### src/rtl/lsp_pre_select_pkg.sv
// Shared constants, state encoding and G.729 saturation helpers for the
// first-stage LSP codebook search.
//   NC0 / M        : codebook size and LSP order
//   LSPCB1         : default constant-memory base of lspcb1
//   MAX_32/MIN_32  : 32-bit saturation bounds
//   ST_*           : search FSM state encoding
//   sat16 / sat32  : wrap-free saturation of one-bit-wider results
package lsp_pre_select_pkg;

   localparam int unsigned NC0        = 128;
   localparam int unsigned M          = 10;

   localparam int unsigned ADDR_W     = 12;
   localparam int unsigned DATA_W     = 32;
   localparam int unsigned Q_W        = 16;
   localparam int unsigned ACC_W      = 32;
   localparam int unsigned CB_IDX_W   = 7;
   localparam int unsigned WORD_IDX_W = 4;
   localparam int unsigned PHASE_W    = 2;
   localparam int unsigned BASE_HI_W  = ADDR_W - WORD_IDX_W;

   localparam logic [ADDR_W-1:0]     LSPCB1    = 12'h000;
   localparam logic signed [ACC_W-1:0] MAX_32  = 32'sh7FFF_FFFF;
   localparam logic signed [ACC_W-1:0] MIN_32  = 32'sh8000_0000;
   localparam logic signed [Q_W-1:0]   MAX_16  = 16'sh7FFF;
   localparam logic signed [Q_W-1:0]   MIN_16  = 16'sh8000;

   localparam logic [WORD_IDX_W-1:0] WORD_LAST = WORD_IDX_W'(M - 1);
   localparam logic [CB_IDX_W-1:0]   CB_LAST   = CB_IDX_W'(NC0 - 1);
   localparam logic [PHASE_W-1:0]    PHASE_CAP = 2'd2;

   localparam logic [2:0] ST_IDLE      = 3'd0;
   localparam logic [2:0] ST_LOAD_RBUF = 3'd1;
   localparam logic [2:0] ST_CB_ADDR   = 3'd2;
   localparam logic [2:0] ST_CB_WAIT   = 3'd3;
   localparam logic [2:0] ST_CB_MAC    = 3'd4;
   localparam logic [2:0] ST_COMPARE   = 3'd5;
   localparam logic [2:0] ST_DONE      = 3'd6;

   // Overflow shows up as the two top bits disagreeing; clamp toward the sign.
   function automatic logic signed [Q_W-1:0] sat16(input logic [Q_W:0] x);
      if (x[Q_W] != x[Q_W-1]) return x[Q_W] ? MIN_16 : MAX_16;
      return x[Q_W-1:0];
   endfunction

   function automatic logic signed [ACC_W-1:0] sat32(input logic [ACC_W:0] x);
      if (x[ACC_W] != x[ACC_W-1]) return x[ACC_W] ? MIN_32 : MAX_32;
      return x[ACC_W-1:0];
   endfunction

endpackage

### src/rtl/lsp_dist_mac.sv
// One step of a saturated squared-distance accumulation:
//   acc_c = L_add(acc, L_mult(d, d)),  d = sub(rb_word, cb_word)
// Ports:
//   rb_word  : target vector word (Q13)
//   cb_word  : codebook word (Q13)
//   acc      : running distance
//   acc_c    : updated distance (combinational)
module lsp_dist_mac
   import lsp_pre_select_pkg::*;
(
   input  logic signed [Q_W-1:0]   rb_word,
   input  logic signed [Q_W-1:0]   cb_word,
   input  logic signed [ACC_W-1:0] acc,
   output logic signed [ACC_W-1:0] acc_c
);

   logic signed [Q_W-1:0]   diff;
   logic signed [ACC_W-1:0] prod;
   logic signed [ACC_W-1:0] lmult;

   // sub(): 17-bit difference then clamp
   always_comb begin
      diff = sat16({rb_word[Q_W-1], rb_word} - {cb_word[Q_W-1], cb_word});
   end

   // L_mult(): the only overflowing case is 0x8000 * 0x8000
   always_comb begin
      prod = diff * diff;
      if (diff == MIN_16) lmult = MAX_32;
      else                lmult = {prod[ACC_W-2:0], 1'b0};
   end

   // L_add(): 33-bit sum then clamp
   always_comb begin
      acc_c = sat32({acc[ACC_W-1], acc} + {lmult[ACC_W-1], lmult});
   end

endmodule

### src/rtl/lsp_pre_select.sv
// First-stage LSP codebook pre-selection: loads the 10-word residual rbuf
// from scratch memory, walks all 128 lspcb1 codewords in constant memory,
// and reports the index of the codeword with minimum saturated squared
// distance.
// Ports:
//   clk, reset          : clock, synchronous active-high reset
//   start               : begin a search (accepted in IDLE or DONE)
//   done                : high while the result is available
//   rbufAddr            : scratch base of rbuf (low nibble replaced by j)
//   lspcb1Addr          : constant-memory base of lspcb1
//   readRequested       : scratch read address
//   readIn              : scratch read data, [15:0] used
//   constantMemRequest  : constant-memory read address
//   constantMemIn       : constant read data, [15:0] used
//   cand                : winning codeword index
module lsp_pre_select
   import lsp_pre_select_pkg::*;
(
   input  logic                clk,
   input  logic                reset,
   input  logic                start,
   output logic                done,
   input  logic [ADDR_W-1:0]   rbufAddr,
   input  logic [ADDR_W-1:0]   lspcb1Addr,
   output logic [ADDR_W-1:0]   readRequested,
   input  logic [DATA_W-1:0]   readIn,
   output logic [ADDR_W-1:0]   constantMemRequest,
   input  logic [DATA_W-1:0]   constantMemIn,
   output logic [CB_IDX_W-1:0] cand
);

   logic [2:0]                state_q, state_d;
   logic [PHASE_W-1:0]        phase_q, phase_d;
   logic [WORD_IDX_W-1:0]     j_q, j_d;
   logic [CB_IDX_W-1:0]       i_q, i_d;
   logic signed [Q_W-1:0]     rb_q [0:M-1];
   logic signed [Q_W-1:0]     rb_d [0:M-1];
   logic [BASE_HI_W-1:0]      rbuf_base_q, rbuf_base_d;
   logic [ADDR_W-1:0]         cb_ptr_q, cb_ptr_d;
   logic signed [ACC_W-1:0]   l_tmp_q, l_tmp_d;
   logic signed [ACC_W-1:0]   l_dmin_q, l_dmin_d;
   logic [CB_IDX_W-1:0]       cand_d;
   logic                      done_d;
   logic [ADDR_W-1:0]         rd_addr_d;
   logic [ADDR_W-1:0]         cm_addr_d;
   logic signed [ACC_W-1:0]   mac_acc;
   logic                      launch;
   logic                      unused_bits_c;

   // Upper data halves and the rbuf base low nibble carry no information.
   assign unused_bits_c = ^{readIn[DATA_W-1:Q_W], constantMemIn[DATA_W-1:Q_W],
                            rbufAddr[WORD_IDX_W-1:0]};

   lsp_dist_mac u_mac (
      .rb_word (rb_q[j_q]),
      .cb_word (constantMemIn[Q_W-1:0]),
      .acc     (l_tmp_q),
      .acc_c   (mac_acc)
   );

   // Next-state and datapath control
   always_comb begin
      state_d     = state_q;
      phase_d     = phase_q;
      j_d         = j_q;
      i_d         = i_q;
      rb_d        = rb_q;
      rbuf_base_d = rbuf_base_q;
      cb_ptr_d    = cb_ptr_q;
      l_tmp_d     = l_tmp_q;
      l_dmin_d    = l_dmin_q;
      cand_d      = cand;
      rd_addr_d   = readRequested;
      cm_addr_d   = constantMemRequest;
      launch      = 1'b0;

      case (state_q)
         ST_IDLE: begin
            j_d      = '0;
            i_d      = '0;
            l_tmp_d  = '0;
            cand_d   = '0;
            l_dmin_d = MAX_32;
            launch   = start;
         end

         // phase 0 drives the address, phase 1 waits, phase 2 captures
         ST_LOAD_RBUF: begin
            if (phase_q == PHASE_CAP) begin
               rb_d[j_q] = readIn[Q_W-1:0];
               phase_d   = '0;
               if (j_q == WORD_LAST) begin
                  j_d       = '0;
                  cm_addr_d = cb_ptr_q;
                  state_d   = ST_CB_ADDR;
               end else begin
                  j_d       = j_q + 4'd1;
                  rd_addr_d = {rbuf_base_q, j_q + 4'd1};
               end
            end else begin
               phase_d = phase_q + 2'd1;
            end
         end

         ST_CB_ADDR: state_d = ST_CB_WAIT;

         ST_CB_WAIT: state_d = ST_CB_MAC;

         ST_CB_MAC: begin
            l_tmp_d  = mac_acc;
            cb_ptr_d = cb_ptr_q + 12'd1;
            if (j_q == WORD_LAST) begin
               state_d = ST_COMPARE;
            end else begin
               j_d       = j_q + 4'd1;
               cm_addr_d = cb_ptr_q + 12'd1;
               state_d   = ST_CB_ADDR;
            end
         end

         // strict less-than keeps the lowest index on ties
         ST_COMPARE: begin
            if (l_tmp_q < l_dmin_q) begin
               l_dmin_d = l_tmp_q;
               cand_d   = i_q;
            end
            l_tmp_d = '0;
            j_d     = '0;
            if (i_q == CB_LAST) begin
               state_d = ST_DONE;
            end else begin
               i_d       = i_q + 7'd1;
               cm_addr_d = cb_ptr_q;
               state_d   = ST_CB_ADDR;
            end
         end

         ST_DONE: launch = start;

         default: state_d = ST_IDLE;
      endcase

      // Accepting start: fresh search state and base addresses captured here
      if (launch) begin
         j_d         = '0;
         i_d         = '0;
         phase_d     = '0;
         l_tmp_d     = '0;
         cand_d      = '0;
         l_dmin_d    = MAX_32;
         rbuf_base_d = rbufAddr[ADDR_W-1:WORD_IDX_W];
         cb_ptr_d    = lspcb1Addr;
         rd_addr_d   = {rbufAddr[ADDR_W-1:WORD_IDX_W], 4'd0};
         state_d     = ST_LOAD_RBUF;
      end

      done_d = (state_d == ST_DONE);
   end

   // State and datapath registers
   always_ff @(posedge clk) begin
      if (reset) begin
         state_q            <= ST_IDLE;
         phase_q            <= '0;
         j_q                <= '0;
         i_q                <= '0;
         rb_q               <= '{default: '0};
         rbuf_base_q        <= '0;
         cb_ptr_q           <= LSPCB1;
         l_tmp_q            <= '0;
         l_dmin_q           <= MAX_32;
         cand               <= '0;
         done               <= 1'b0;
         readRequested      <= '0;
         constantMemRequest <= '0;
      end else begin
         state_q            <= state_d;
         phase_q            <= phase_d;
         j_q                <= j_d;
         i_q                <= i_d;
         rb_q               <= rb_d;
         rbuf_base_q        <= rbuf_base_d;
         cb_ptr_q           <= cb_ptr_d;
         l_tmp_q            <= l_tmp_d;
         l_dmin_q           <= l_dmin_d;
         cand               <= cand_d;
         done               <= done_d;
         readRequested      <= rd_addr_d;
         constantMemRequest <= cm_addr_d;
      end
   end

endmodule

### config.mk
export PLATFORM = sky130hd
export DESIGN_NAME = lsp_pre_select
export DESIGN_NICKNAME = d
export VERILOG_FILES = /design/src/rtl/lsp_pre_select_pkg.sv /design/src/rtl/lsp_dist_mac.sv /design/src/rtl/lsp_pre_select.sv
export SDC_FILE = /design/constraint.sdc
export NUM_CORES = 1
export LEC_CHECK = 0
export BUFFER_PORTS_ARGS = -buffer_cell sky130_fd_sc_hd__buf_2
export CORE_ASPECT_RATIO = 1.25
export CORE_UTILIZATION = 35
export CTS_CLUSTER_DIAMETER = 30
export DETAILED_ROUTE_END_ITERATION = 10
export PLACE_DENSITY_LB_ADDON = 0.08
export SETUP_SLACK_MARGIN = 0.15
export SYNTH_ARGS = -nofsm -noshare
export SYNTH_HDL_FRONTEND = slang
export SYNTH_HIERARCHICAL = 1
export SYNTH_SLANG_ARGS = --single-unit
### constraint.sdc
create_clock -name clk -period 31.2 [get_ports clk]
set_clock_uncertainty 0.05 [all_clocks]
set_input_delay 1.56 -clock clk [delete_from_list [all_inputs] [get_ports clk]]
set_output_delay 1.56 -clock clk [all_outputs]
set_load 0.005 [all_outputs]
# Word-level counts from Yosys, hierarchy flattened
# Index checks and enable logic that the tools add are counted.
word_totals:
  regBits: 292
  in_bits: 91
  output_inout_bits: 32
  word_cells: 118
op_classes:
  addsub: 6
  multipliers: 1
  n_lt_le_gt_ge: 3
  eq_ne: 19
  mux: 45
  bitwise_logic: 2
  n_reduce_logical: 19
op_table:
  columns: ["operator", "n"]
  rows:
  - ["160-bit bitwise mux", 1]
  - ["32-bit 2-to-1 mux", 5]
  - ["32-bit one-hot mux with 2 select lines", 2]
  - ["12-bit 2-to-1 mux", 10]
  - ["16-bit 2-to-1 mux", 6]
  - ["16-bit binary-select mux with 4-bit select", 1]
  - ["16-bit demux with 4-bit select", 1]
  - ["12-bit one-hot mux with 3 select lines", 1]
  - ["32-bit by 32-bit adder with 33-bit output", 1]
  - ["32-bit < comparator", 1]
  - ["16-bit by 16-bit multiplier with 31-bit output", 1]
  - ["7-bit one-hot mux with 2 select lines", 2]
  - ["3-bit one-hot mux with 6 select lines", 1]
  - ["16-bit by 16-bit subtractor with 17-bit output", 1]
  - ["16-bit equality test, second input constant", 1]
  - ["3-bit 2-to-1 mux", 5]
  - ["7-bit 2-to-1 mux", 2]
  - ["12-bit by 1-bit adder with 12-bit output, second input constant", 1]
  - ["3-bit equality test, second input constant", 4]
  - ["4-bit 2-to-1 mux", 3]
  - ["2-bit != test, second input constant", 6]
  - ["4-bit one-hot mux with 3 select lines", 1]
  - ["2-bit nonzero test", 5]
  - ["3-bit AND reduction", 3]
  - ["other kinds (21)", 30]

# Depth between registers and ports, before layout
depth:
  ltp_word: 15
  ltp_mapped: 55
  depth_no_buf: 50

# Modules after synthesis
# The synthesis kept the hierarchy.
by_module_without_submodules:
  columns: ["mod", "n_inst", "cells_per_inst", "area_each_um2", "seq_area_each_um2"]
  rows:
  - ["lsp_pre_select", 1, 1472, 12837.3, 5845.6]
  - ["lsp_dist_mac", 1, 1460, 11830.1, 0.0]

# Worst setup path after synthesis
# Ideal clock, no wire load.
synth_timing:
  path_kind: "register to register"
  start: "reg j_q[0]"
  end: "reg l_tmp_q[22]"
  setup_time_ns: 0.128
  arrival_time_ns: 11.525
  required_time_ns: 31.022
  path_slack_ns: 19.497
  path_stages_with_launch: 50
  path_buffers: 4
  period_less_slack_ns: 11.703
  path_cell_list: "dfxtp_1 clkbuf_1 buf_2 mux4_2 mux2i_1 o22ai_1 ha_1 nor2b_1 o31a_1 o31a_1 or2_2 a31o_2 xnor2_4 o21ai_0 a21boi_1 buf_2 nand2_1 fa_1 [... 14 more ...] nor2_1 o31a_1 nor2_1 xor2_1 nand2_1 ha_1 a21o_1 a21oi_1 nor2b_1 o41a_1 a2111oi_2 o31ai_2 and2_1 a21oi_1 clkbuf_1 o21ai_0 a22oi_1 nor2_1"
synth_between:
  elab_chain_len: 15
  elab_cells_between_ends: 20
  classes_between: "2 x add/sub; 1 x mul; 3 x eq/ne; 13 x mux; 1 x bitwise"
synth_rtl:
  columns: ["item", "line_no", "text"]
  rows:
  - ["start: declaration", "lsp_pre_select.sv:34", "logic [WORD_IDX_W-1:0] j_q, j_d;"]
  - ["start signal: assignment", "lsp_pre_select.sv:179", "j_q <= j_d;"]
  - ["4-bit inverter with 5-bit output (implied by the code) (*)", "lsp_pre_select.sv:55", ".rb_word (rb_q[j_q]),"]
  - ["16-bit binary-select mux with 4-bit select (*)", "lsp_pre_select.sv:55", null]
  - ["16-bit 2-to-1 mux (implied by the code) (*) (2 in series)", "lsp_pre_select.sv:55", null]
  - ["16-bit by 16-bit subtractor with 17-bit output (*)", "lsp_dist_mac.sv:23", "diff = sat16({rb_word[Q_W-1], rb_word} - {cb_word[Q_W-1], cb_word});"]
  - ["16-bit 2-to-1 mux / 1-bit != test (equally long branches)", "lsp_pre_select_pkg.sv:42", "if (x[Q_W] != x[Q_W-1]) return x[Q_W] ? MIN_16 : MAX_16;"]
  - ["16-bit 2-to-1 mux / 1-bit 2-to-1 mux (equally long branches)", "lsp_pre_select_pkg.sv:42", null]
  - ["16-bit 2-to-1 mux (*)", "lsp_pre_select_pkg.sv:43", "return x[Q_W-1:0];"]
  - ["16-bit by 16-bit multiplier with 31-bit output / 16-bit equality test (equally long branches)", "lsp_dist_mac.sv:28, lsp_dist_mac.sv:29", null]
  - ["32-bit 2-to-1 mux (*)", "lsp_dist_mac.sv:29", "if (diff == MIN_16) lmult = MAX_32;"]
  - ["32-bit by 32-bit adder with 33-bit output (*)", "lsp_dist_mac.sv:35", "acc_c = sat32({acc[ACC_W-1], acc} + {lmult[ACC_W-1], lmult});"]
  - ["32-bit 2-to-1 mux / 1-bit != test (equally long branches)", "lsp_pre_select_pkg.sv:47", "if (x[ACC_W] != x[ACC_W-1]) return x[ACC_W] ? MIN_32 : MAX_32;"]
  - ["32-bit 2-to-1 mux / 1-bit 2-to-1 mux (equally long branches)", "lsp_pre_select_pkg.sv:47", null]
  - ["32-bit 2-to-1 mux (*)", "lsp_pre_select_pkg.sv:48", "return x[ACC_W-1:0];"]
  - ["net mac_acc[22]", "lsp_pre_select.sv:46", "logic signed [ACC_W-1:0] mac_acc;"]
  - ["32-bit one-hot mux with 2 select lines (*)", "lsp_pre_select.sv:77", "case (state_q)"]
  - ["end signal: assignment", "lsp_pre_select.sv:184", "l_tmp_q <= l_tmp_d;"]
  - ["end: declaration", "lsp_pre_select.sv:40", "logic signed [ACC_W-1:0] l_tmp_q, l_tmp_d;"]
# The timed path passes the listed nets; every way through them passes the cells marked *. The select of a mux whose other input is x is not followed.
# A chain may end at the register's enable or synchronous reset.

# Worst setup path after layout
layout_timing:
  start: "reg j_q[0]"
  end: "reg l_tmp_q[5]"
# Same word-level chain as after synthesis.

==> impl_metrics.json <==
{
  "dieArea_um2": 71600,
  "critical_path.max_stage_delay_ps": 750,
  "via_count": 20500,
  "wirelength_um": 71700,
  "cts_hold_buffers": 0,
  "vias_per_cell": 5.19,
  "port-buffer-count": 86,
  "post_synth_num_cell_types": 83,
  "cp_max_fo": 40,
  "synth_seq_cells": 292,
  "async_reset_ff_frac": 0,
  "cp-end-kind": "flop",
  "worstMarginPinSlew_ps": 1080,
  "post_cts_resized": 0,
  "hold_class": "reg -> reg",
  "fillers": 7123,
  "grt-ovfl-total": 0,
  "min_period_ps": 14810,
  "antenna_found_initial": 3,
  "dp_slack_ps": 16370,
  "setup_viol": 0,
  "synth_cells": 2932,
  "hold_viol_final": 0,
  "start_util": 0.354,
  "drc": 0,
  "synth.area.top_cells": "dfxtp_1 (24%), fa_1 (19%), ha_1 (8.5%)",
  "timing.fmax_ghz": 0.0675,
  "fin_tns_setup_ps": 0,
  "critPathSlowestCell": "buf_4",
  "yosysTopAreaCellShare": 0.237,
  "cts_setup_buffers": 0,
  "core_um2": 69600,
  "crit_path_frequent_cell": "fa_1",
  "die_h_um": 299,
  "startpoint_type": "flop",
  "synth_most_common_cell": "inv_1",
  "crit_type": "reg -> reg",
  "arrival_ps": 15230,
  "clock_sinks": 292,
  "clkTransAtPathRegs_ps": 40,
  "wl_per_cell_um": 18.2,
  "slew_headroom": 0.280,
  "slew_violations": 0,
  "top_level_ports": 123,
  "synthFlopType": "dfxtp_1",
  "cp.required_ps": 31610,
  "synth_warnings": 6,
  "clk_path_buf_depth": 3,
  "grt_pass1_vias": 21200,
  "hpwl_um": 51600,
  "yosys-top-cells-count": "inv_1 (394), nand2_1 (359), dfxtp_1 (292)",
  "die_w_um": 239,
  "cts_tree": "done",
  "row_count": 108,
  "syn-num-nets": 3423,
  "cts_buffers": 78,
  "area_growth_pct": 15.1,
  "grt_pass1_wl_um": 115000,
  "cts-root-buf": "clkbuf_16",
  "clk_latency_ps": 600,
  "gp_congestion": 0.886,
  "netlist_area_um2": 24700,
  "status": "finished, final reports clean",
  "rsz0062_at_grt": "no",
  "synth_edf_count": 0,
  "setup_ws_ps": 16390,
  "maxCapViolations": 0,
  "place_area_um2": 25800,
  "avgSynthCellArea_um2": 8.41,
  "track_usage": 0.205,
  "ant_nets": 0,
  "drt_iter0_drc": 1102,
  "grt_max_degree": 113,
  "yosys.area.top_type": "dfxtp_1",
  "final_area_um2": 28400,
  "htreeDepth": 3,
  "min_period_over_period": 0.475,
  "nets": 3442,
  "synth_seq_area_share": 0.237,
  "drtPass1Iterations": 5,
  "layout-drive-gt1-share": 0.102
}
layout by cell type, fill, tap and decap left out, types with 78 or more instances in the layout:
cell type,n
nor2_1,218
fa_1,233
nand3_1,163
ha_1,167
o21ai_0,83
nand2_1,359
buf_2,85
a21oi_1,265
clkbuf_16,78
inv_1,394
dfxtp_1,290
logic make-up after synthesis:
family                   Yosys count  synth area share
XOR/XNOR                          90            0.0327
AO/OA/AOI/OAI                    621             0.160
AND/OR/NAND/NOR                  866             0.154
adder cells (fa/ha/maj)          402             0.275
multiplexers                      85            0.0508
flip-flops                       292             0.237
buffers and inverters            576            0.0911
critical path, delay by kind of cell, from the launching register on:
family | cells | cell delay, ps
AND/OR/NAND/NOR | 6 | 740
AO/OA/AOI/OAI | 20 | 5320
flip-flops | 1 | 520
multiplexers | 3 | 1300
buffers and inverters | 9 | 2290
adder cells (fa/ha/maj) | 9 | 4350
registers in the layout, summed over array words and instances (netlist names), 8 cells and up:
signal and cells:
l_tmp_q 32, readRequested 12, constantMemRequest 12, rb_q 160, l_dmin_q 32, rbuf_base_q 8, cb_ptr_q 12
path summary, 6_finish.rpt:
| check | startpoint | to | slack [ps] | depth (start not counted) |
|---|---|---|---|---|
| hold reg to reg | rb_q[91] | rb_q[91] | 400 | 2 |
| hold / removal | rb_q[91] | rb_q[91] | 400 | 2 |
| setup reg to reg | j_q[0] | l_tmp_q[5] | 16390 | 47 |
| setup / recovery | j_q[0] | l_tmp_q[5] | 16390 | 47 |
cell type report:
cell class	instances	area (µm²)	share of cell area
Clock buffer	113	2270	0.0800
Clock inverter	25	342	0.0120
Sequential cell	292	5850	0.206
Inverter	400	1500	0.0529
Timing Repair Buffer	115	654	0.0230
Multi-Input combinational cell	2064	16600	0.585
Tap cell	935	1170	0.0412
Antenna cell	1	2.50	0.0000881
layer usage:
metal	wire length, µm	vias to the layer above	GRT usage	part of all wire
met5	37	-	0	0.00052
li1	-	9842	-	-
met4	3050	6	0.0948	0.043
met3	3020	147	0.0345	0.042
met2	36700	417	0.360	0.51
met1	28800	10100	0.242	0.40
through the flow:
step	utilization	hold WS, ps	cells
floorplan	-	383	2932
global placement	0.370	388	3806
detailed placement	0.370	397	3806
CTS	0.408	402	3944
global route	0.408	413	3944
finish	0.408	400	3945
Power is left out: the tool's default activity adds up to more than one toggle a clock period on the data nets, which glitch-free logic cannot reach.
